## src/rtl/pipe_reg_pkg.sv

```systemverilog
// Shared types and helpers for the elastic pipeline register.
package pipe_reg_pkg;

   // Width of a counter able to hold 0..depth.
   function automatic int unsigned occ_width(input int unsigned depth);
      return $clog2(depth + 1);
   endfunction

   // Per-stage handshake view, grouped so both bits sit together in waveforms.
   typedef struct packed {
      logic vld;
      logic rdy;
   } stage_ctrl_t;

endpackage

```

## src/rtl/pipe_stage.sv

```systemverilog
// One elastic stage: a valid bit plus a data word.
// Data is only overwritten by valid data; flush clears the valid bit and keeps the data.
module pipe_stage
   import pipe_reg_pkg::*;
#(
   parameter int unsigned            WIDTH       = 32,
   parameter logic [WIDTH-1:0]       RESET_VALUE = '0
) (
   input  logic             clk,
   input  logic             rst,
   input  logic             load,
   input  logic             flush,
   input  logic             src_vld,
   input  logic [WIDTH-1:0] src_data,
   output logic             vld_q,
   output logic [WIDTH-1:0] data_q
);

   // Stage state: reset beats flush, flush beats load.
   always_ff @(posedge clk) begin
      if (!rst) begin
         vld_q  <= 1'b0;
         data_q <= RESET_VALUE;
      end else if (flush) begin
         vld_q <= 1'b0;
      end else if (load) begin
         vld_q <= src_vld;
         if (src_vld) begin
            data_q <= src_data;
         end
      end
   end

endmodule

```

## src/rtl/pipe_reg_param.sv

```systemverilog
// Elastic pipeline register: DEPTH handshaked stages of WIDTH-bit data.
// Optional build macro PIPE_REG_OCC_EN adds a registered occupancy count output.
// The out_ready -> in_ready path is combinational by design.
module pipe_reg_param
   import pipe_reg_pkg::*;
#(
   parameter int unsigned      WIDTH       = 32,
   parameter int unsigned      DEPTH       = 2,
   parameter logic [WIDTH-1:0] RESET_VALUE = '0
) (
   input  logic             clk,
   input  logic             rst,
   input  logic             en,
   input  logic             flush,
   input  logic             in_valid,
   input  logic [WIDTH-1:0] in_data,
   output logic             in_ready,
   output logic             out_valid,
   output logic [WIDTH-1:0] out_data,
   input  logic             out_ready
`ifdef PIPE_REG_OCC_EN
   ,
   output logic [occ_width(DEPTH)-1:0] occupancy
`endif
);

   logic [DEPTH-1:0] vld_q;
   logic [WIDTH-1:0] data_q [DEPTH];
   stage_ctrl_t      ctrl   [DEPTH];
   logic             go;

   assign go = en & ~flush;

   // Ready chain: a stage can take data if it, or any stage after it, has a free slot,
   // or the consumer is taking the last one. Written as a running AND to avoid a
   // self-referencing vector.
   always_comb begin
      logic all_vld;
      all_vld = 1'b1;
      for (int k = DEPTH - 1; k >= 0; k--) begin
         all_vld     = all_vld & vld_q[k];
         ctrl[k].vld = vld_q[k];
         ctrl[k].rdy = out_ready | ~all_vld;
      end
   end

   for (genvar k = 0; k < DEPTH; k++) begin : g_stage
      logic             src_vld;
      logic [WIDTH-1:0] src_data;

      if (k == 0) begin : g_head
         assign src_vld  = in_valid;
         assign src_data = in_data;
      end else begin : g_body
         assign src_vld  = ctrl[k-1].vld;
         assign src_data = data_q[k-1];
      end

      pipe_stage #(
         .WIDTH       (WIDTH),
         .RESET_VALUE (RESET_VALUE)
      ) u_stage (
         .clk      (clk),
         .rst      (rst),
         .load     (go & ctrl[k].rdy),
         .flush    (flush),
         .src_vld  (src_vld),
         .src_data (src_data),
         .vld_q    (vld_q[k]),
         .data_q   (data_q[k])
      );
   end

   assign in_ready  = go & ctrl[0].rdy;
   assign out_valid = go & ctrl[DEPTH-1].vld;
   assign out_data  = data_q[DEPTH-1];

`ifdef PIPE_REG_OCC_EN
   localparam int unsigned OccW = occ_width(DEPTH);

   logic [OccW-1:0] occ_q;
   logic            accept;
   logic            pop;

   assign accept = in_valid & in_ready;
   assign pop    = out_valid & out_ready;

   // Occupancy tracks handshakes; accept and pop are already gated by en and flush.
   always_ff @(posedge clk) begin
      if (!rst) begin
         occ_q <= '0;
      end else if (flush) begin
         occ_q <= '0;
      end else begin
         occ_q <= occ_q + OccW'(accept) - OccW'(pop);
      end
   end

   assign occupancy = occ_q;

   occ_matches_vld : assert property (@(posedge clk) disable iff (!rst)
      occ_q == OccW'($countones(vld_q)));
`endif

endmodule

```

## config.mk

```make
export PLATFORM = sky130hd
export DESIGN_NAME = pipe_reg_param
export DESIGN_NICKNAME = d
export VERILOG_FILES = /design/src/rtl/pipe_reg_pkg.sv /design/src/rtl/pipe_stage.sv /design/src/rtl/pipe_reg_param.sv
export SDC_FILE = /design/constraint.sdc
export NUM_CORES = 1
export LEC_CHECK = 0
export ABC_AREA = 1
export BUFFER_PORTS_ARGS = -buffer_cell sky130_fd_sc_hd__buf_2
export CORE_MARGIN = 2
export CORE_UTILIZATION = 53
export DETAILED_ROUTE_END_ITERATION = 16
export MAX_ROUTING_LAYER = met4
export PLACE_DENSITY = 0.78
export RECOVER_POWER = 25
export SETUP_SLACK_MARGIN = 0.5
export SYNTH_ARGS = -nofsm -noshare
export SYNTH_HDL_FRONTEND = slang
export SYNTH_SLANG_ARGS = --single-unit
```

## constraint.sdc

```tcl
create_clock -name clk -period 1.3 [get_ports clk]
set_input_delay 0.195 -clock clk [delete_from_list [all_inputs] [get_ports clk]]
set_output_delay 0.195 -clock clk [all_outputs]
set_load 0.05 [all_outputs]
```

==> results of run 1 <==
-- cell usage in the layout (no fill, tap or decap) --
cell type	Yosys	final
clkinv_2	0	2
buf_12	0	4
inv_1	132	131
a21oi_1	2	2
buf_4	0	23
clkbuf_2	0	24
dfxtp_2	0	32
nand3_2	0	2
clkbuf_1	14	2
inv_8	0	1
buf_2	10	37
nand3_4	0	1
clkbuf_8	0	12
inv_4	0	1
nand2_4	0	2
nor2_4	1	2
nand2_1	133	130
dfxtp_4	0	2
buf_8	0	8
nor2_1	97	96
nand4_1	32	32
o21ai_4	0	1
nand2_2	0	1
dfxtp_1	66	32
buf_6	2	3
-- power by group through the flow --
stage                     clock (W)  sequential [W]  combinational [W]
final                       0.00158         0.00212           0.000455
after floorplan                   0         0.00219           0.000265
after global placement            0         0.00216           0.000418
after detailed placement          0         0.00216           0.000428
after CTS                   0.00161         0.00212           0.000457
after global routing        0.00170         0.00212           0.000515
-- critical path, delay by kind of cell (launching register included) --
| kind | cells | cell delay [ns] |
|---|---|---|
| compound gates | 1 | 0.08 |
| buf+inv | 1 | 0.18 |
| flops | 1 | 0.36 |
| simple gates | 2 | 0.14 |
-- per-layer routing --
layer,wire length (um),up-vias
li1,-,1577
met1,3080,1293
met2,3530,72
met3,316,12
met4,138,0
met5,0,-
-- through the flow --
| stage | hold WS, ns | utilization [%] | cells | instance area (sq um) | TNS [ns] |
|---|---|---|---|---|---|
| 3_3_place_gp | 0.459 | 64.7 | 625 | 3590 | 0 |
| 6_report | 0.174 | 72.7 | 655 | 4030 | 0 |
| 3_5_place_dp | 0.469 | 64.7 | 625 | 3590 | -0.0285 |
| 2_1_floorplan | 0.348 | - | 495 | 3150 | 0 |
| 4_1_cts | 0.159 | 74.8 | 650 | 4140 | 0 |
| 5_1_grt | 0.188 | 72.7 | 655 | 4030 | -0.0207 |
-- logic make-up (layout without fill, tap and decap cells) --
| family | count (synthesis) | after routing | share of synthesized area, % |
|---|---|---|---|
| compound gates | 3 | 3 | 0.491 |
| buf+inv | 160 | 248 | 20.6 |
| flops | 66 | 66 | 43.3 |
| simple gates | 266 | 266 | 35.7 |
-- repair_timing --
action	CTS	global route
resized for setup	113	23
cloned	0	0
setup endpoints to repair	100	100
buffers inserted	9	5
pin swaps	1	0
-- final timing paths --
| check | start | end | slack [ns] | depth (start not counted) |
|---|---|---|---|---|
| worst max-delay path | g_stage[1].u_stage.vld_q$_SDFFE_PP0P_ | in_ready | 0.02 | 4 |
| worst min-delay path | flush | g_stage[0].u_stage.vld_q$_SDFFE_PP0P_ | 0.17 | 4 |
| worst max register to register | g_stage[1].u_stage.vld_q$_SDFFE_PP0P_ | g_stage[1].u_stage.data_q[31]$_SDFFE_PN0P_ | 0.09 | 7 |
| worst min register to register | g_stage[0].u_stage.data_q[26]$_SDFFE_PN0P_ | g_stage[1].u_stage.data_q[26]$_SDFFE_PN0P_ | 0.47 | 2 |
-- area by class of cell --
type	instances	share of cell area, %
sequential	66	34.0
tap	72	2.24
multi-input combinational	269	28.9
inverter	133	12.6
clock buffer	14	4.29
timing repair buffer	99	17.7
clock inverter	2	0.249
-- state kept, by name, summed over array words and instances (netlist names) --
| signal | count |
|---|---|
| g_stage.u_stage.vld_q | 2 |
| g_stage.u_stage.data_q | 64 |
==> run_results.csv, run 1 <==
group,metric,value,unit
outcome,status,"completed",
yosys,async_flop_share,0,%
floorplanning,die-area,6390,sq um
route,drtPass1Iterations,5,
global_routing,busiest_layer,"met2",
route,drt-total-wl,7.06,mm
yosys,synth_cell_types,14,
global_routing,grt_usage,24.3,%
floorplanning,chipHeight,79.9,um
timing,finalClockSkew,0.00777,ns
cts,cts_max_level,3,
global_routing,antenna_found_initial,0,
min_path,hp-class,"in2reg",
yosys,syn-num-nets,533,
finish,drive_above_1_share,27.1,%
yosys,yosys.area.top_type_share,43.3,%
yosys,synth_cells,495,
cts,worstSkewPairLatency,0.33,ns
yosys,synth.most_common_cell,"nand2_1",
placement,place_congestion,0.803,
finish,antenna_cells,0,
timing,rsz0062_at_grt,"true",
critical_path,critPathCaptureType,"primary output",
cts,root_buffer,"clkbuf_8",
cts,clk_pin_slew,0.06,ns
cts,cts_buffers,9,
yosys,avgSynthCellArea,6.17,sq um
yosys,ys.flop_type,"dfxtp_1",
power_and_ir_drop,switching_share,25.1,%
power_and_ir_drop,p_seq_share,51.0,%
finish,multi_input_area,1160,sq um
route,wl_per_cell,10.8,um
route,drc,0,
timing,setup_viol,0,
timing,maxSlewHeadroom,80.2,%
route,dr_total_vias,2954,
critical_path,critical_path_class,"reg2out",
power_and_ir_drop,internal-power,0.00311,W
critical_path,critPathMaxStageDelay,0.36,ns
power_and_ir_drop,p_leak,2.39,nW
power_and_ir_drop,pwr_density_cell,1030,nW/um^2
finish,num-nets-final,616,
global_routing,grt_pass1_wl,11.9,mm
placement,port-buffer-count,71,
yosys,yosys_warnings,0,
critical_path,cp_slowest_cell,"dfxtp_4",
cts,cts_tree,"yes",
global_routing,first_global_vias,2911,
cts,cts.sinks,66,
floorplanning,design.portCount,72,
placement,place_hpwl,4.22,mm
finish,fillCellCount,449,
critical_path,crit_path_frequent_cell,"nand2_4",
yosys,synth_top_cell_by_area,"dfxtp_1",
route,vias_per_cell,4.51,
timing,timing.fmax,780,MHz
global_routing,met2_usage,41.4,%
timing,final-hold-violation-count,0,
timing,tightest_slew,0.297,ns
power_and_ir_drop,ir_worst_vdd,607,uV
placement,pre_cts_slack,-0.0285,ns
power_and_ir_drop,power,0.00415,W
global_routing,grt-ovfl-total,0,
global_routing,grt_max_degree,66,
timing,slew_violations,0,
route,drt_iter0_drc,191,
route,ant_nets,0,
finish,area_growth,31.8,%
yosys,ys_ff_latch,66,
floorplanning,core,5540,sq um
yosys,synth_common_cells,"nand2_1 (133), inv_1 (132), nor2_1 (97), dfxtp_1 (66), nand4_1 (32)",
global_routing,grtUsageMet3,5.54,%
power_and_ir_drop,p_comb_share,11.0,%
timing,finalCriticalPeriod,1.28,ns
critical_path,crit_required,1.11,ns
critical_path,cp-start-kind,"flip-flop",
floorplanning,start_util,55.1,%
power_and_ir_drop,p_switching,0.00104,W
critical_path,worstPathCellList,"nand2_4 > nand2_4 > o21ai_4 > buf_6",
timing,fin_ws,0.0187,ns
yosys,synth_area_leaders,"dfxtp_1 (43%), nand2_1 (16%), inv_1 (16%), nor2_1 (12%), nand4_1 (6.6%)",
global_routing,use_met1,26.4,%
power_and_ir_drop,p_clk_share,38.0,%
timing,min_period_over_period,98.6,%
floorplanning,row_count,27,
critical_path,crit_fanout,3,
job,maxCapViolCount,0,
finish,seq_area,1370,sq um
yosys,synth-edff-count,0,
cts,postCtsHoldBufs,0,
floorplanning,die_w,79.9,um
yosys,seq_area_frac_synth,43.3,%
cts,cts_buffer_depth,2,
critical_path,worstPathArrival,1.09,ns
yosys,synthesis.area,3050,sq um
(Power assumes the default switching activity.)
==> run 2, diff against run 1 <==
--- a/config.mk
+++ b/config.mk
@@ -10,6 +10,7 @@
 export CORE_MARGIN = 2
 export CORE_UTILIZATION = 53
 export DETAILED_ROUTE_END_ITERATION = 16
+export GPL_TIMING_DRIVEN = 0
 export MAX_ROUTING_LAYER = met4
 export PLACE_DENSITY = 0.78
 export RECOVER_POWER = 25
==> run 2 against run 1 <==
Against the previous run:
- the run now ends with setup timing left
- via count increased by 17%
- non-clock buffer count increased by 21
- critical path depth increased by 4
- cell count increased by 3.1%
- sequential share of layout area decreased by 3.0 points
- wire length increased by 41%
- highest routed layer unchanged
==> run_results.csv, run 2 (synthesis results as in run 1) <==
group,metric,value,unit
outcome,status,"finished, violations left",
outcome,violations,"setup timing",
critical_path,critical_path_class,"reg2reg",
floorplanning,die_w,79.9,um
critical_path,critPathMaxStageDelay,0.37,ns
finish,area_growth,44.4,%
critical_path,worstPathArrival,1.62,ns
finish,top_register,"g_stage.u_stage.data_q",
job,maxCapViolCount,0,
power_and_ir_drop,p_leak,2.47,nW
cts,cts_buffer_depth,2,
critical_path,crit_fanout,8,
global_routing,grt_pass1_wl,13.4,mm
cts,cts_tree,"yes",
route,vias_per_cell,5.11,
timing,hold_slack,0.184,ns
cts,worstSkewPairLatency,0.34,ns
finish,antenna_cells,0,
critical_path,cp-start-kind,"flip-flop",
power_and_ir_drop,p_switching,0.00118,W
critical_path,cp_slowest_cell,"dfxtp_4",
finish,largestRegisters,"g_stage.u_stage.data_q: 64 flops, g_stage.u_stage.vld_q: 2 flops",
placement,place_congestion,0.792,
critical_path,path_depth,8,
min_path,hold_start,"in_data[10]",
min_path,min_to,"g_stage[0].u_stage.data_q[10]$_SDFFE_PN0P_",
critical_path,worstPathCellList,"nand2_4 > buf_4 > nand3_4 > buf_12 > buf_8 > nand2_2 > nand2_2 > nor2_1",
finish,fin_cells,675,
placement,port-buffer-count,69,
finish,seq_area,1370,sq um
finish,drive_above_1_share,40.1,%
floorplanning,chipHeight,79.9,um
cts,postCtsHoldBufs,0,
route,wl_per_cell,14.8,um
global_routing,grt_usage,27.7,%
global_routing,grt_max_degree,11,
critical_path,critPathCaptureType,"flip-flop",
finish,fillCellCount,362,
critical_path,rr_endpoint,"g_stage[1].u_stage.data_q[5]$_SDFFE_PN0P_",
floorplanning,start_util,55.1,%
global_routing,first_global_vias,3116,
finish,largest_register_ffs,64,
cts,clk_pin_slew,0.07,ns
timing,setup_viol,4,
timing,finalClockSkew,0.0101,ns
floorplanning,die-area,6390,sq um
critical_path,crit_buf_inv,3,
critical_path,cp_top_family,"simple AND/OR/NAND/NOR gates",
power_and_ir_drop,p_seq_share,49.9,%
critical_path,worstRegToRegCells,8,
critical_path,critPathLaunch,"g_stage[1].u_stage.vld_q$_SDFFE_PP0P_",
timing,rsz0062_at_grt,"true",
power_and_ir_drop,ir_worst_vdd,781,uV
timing,final-hold-violation-count,0,
timing,timing.fmax,738,MHz
timing,slew_violations,0,
critical_path,rrSetupSlack,-0.06,ns
timing,maxSlewHeadroom,61.5,%
min_path,worstHoldPathCells,5,
route,drtPass1Iterations,5,
floorplanning,design.portCount,72,
global_routing,antenna_found_initial,0,
timing,min_period_over_period,104,%
cts,root_buffer,"clkbuf_8",
placement,dp.cells,636,
power_and_ir_drop,p_comb_share,13.4,%
timing,fin_ws,-0.0552,ns
route,drc,0,
route,ant_nets,0,
global_routing,grt-ovfl-total,0,
power_and_ir_drop,p_clk_share,36.7,%
route,drt_iter0_drc,343,
power_and_ir_drop,internal-power,0.00308,W
timing,finalCriticalPeriod,1.36,ns
finish,layout_common_cells,"inv_1 (111), nand2_1 (100), nor2_1 (75)",
finish,mostFrequentLayoutCell,"inv_1",
timing,tightest_slew,0.577,ns
floorplanning,row_count,27,
critical_path,crit_path_frequent_cell,"nand2_2",
floorplanning,core,5540,sq um
power_and_ir_drop,switching_share,27.7,%
min_path,hp-class,"in2reg",
power_and_ir_drop,pwr_density_cell,965,nW/um^2
finish,multi_input_area,1340,sq um
route,drt-total-wl,9.98,mm
cts,cts_max_level,3,
cts,cts_buffers,9,
placement,place_hpwl,4.73,mm
finish,num-nets-final,637,
critical_path,crit_required,1.56,ns
cts,cts.sinks,66,
route,dr_total_vias,3446,
critical_path,worstReg2RegStart,"g_stage[1].u_stage.vld_q$_SDFFE_PP0P_",
## run 2: layer usage
metal | track usage (%) | wire length [um]
met1 | 32.3 | 3910
met2 | 46.4 | 4930
met3 | 3.62 | 678
met4 | 14.4 | 463
met5 | - | 0
## run 2: cell type report
cell class / count / area share (%)
clock buffer: 13 / 3.60
sequential: 66 / 31.0
multi-input combinational: 269 / 30.5
timing repair buffer: 93 / 15.6
clock inverter: 2 / 0.284
inverter: 133 / 11.5
tap: 72 / 2.04
buffer: 27 / 5.39
## run 2: how the worst max path moves through the flow
stage / end / slack, ns
2_1_floorplan: in_ready / 0.18
5_1_grt: g_stage[1].u_stage.data_q[21]$_SDFFE_PN0P_ / -0.07
3_3_place_gp: in_ready / -0.13
3_5_place_dp: in_ready / -0.14
6_report: g_stage[1].u_stage.data_q[5]$_SDFFE_PN0P_ / -0.06
4_1_cts: in_ready / 0.04
## run 2: repair_timing
item / 4_1_cts / 5_1_grt
setup endpoints to repair: 100 / 100
pin swaps: 17 / 30
buffers inserted: 11 / 8
gates cloned: 3 / 2
gates resized for setup: 134 / 112
## run 2: metrics by stage
| stage | setup TNS (ns) | instance area (sq um) | utilization, % | total power (W) | worst slack, ns |
|---|---|---|---|---|---|
| final | -0.0728 | 4410 | 79.6 | 0.00426 | -0.0552 |
| after global routing | -0.385 | 4410 | 79.6 | 0.00438 | -0.0701 |
| after CTS | 0 | 4230 | 76.4 | 0.00413 | 0.0406 |
| after detailed placement | -4.54 | 3580 | 64.6 | 0.00258 | -0.143 |
| after global placement | -3.94 | 3580 | 64.6 | 0.00257 | -0.130 |
| after floorplan | 0 | 3150 | - | 0.00245 | 0.180 |
## run 2: power groups by stage
stage | combinational, W | sequential (W) | clock (W)
2_1_floorplan | 0.000265 | 0.00219 | 0
3_3_place_gp | 0.000412 | 0.00216 | 0
3_5_place_dp | 0.000420 | 0.00216 | 0
4_1_cts | 0.000470 | 0.00212 | 0.00155
5_1_grt | 0.000618 | 0.00213 | 0.00164
6_report | 0.000570 | 0.00212 | 0.00156
## run 2: worst register-to-register path, cell delays in order (launching register included)
cell and delay, ns:
dfxtp_4 0.37, nand2_4 0.09, buf_4 0.13, nand3_4 0.09
buf_12 0.17, buf_8 0.13, nand2_2 0.05, nand2_2 0.06
nor2_1 0.18
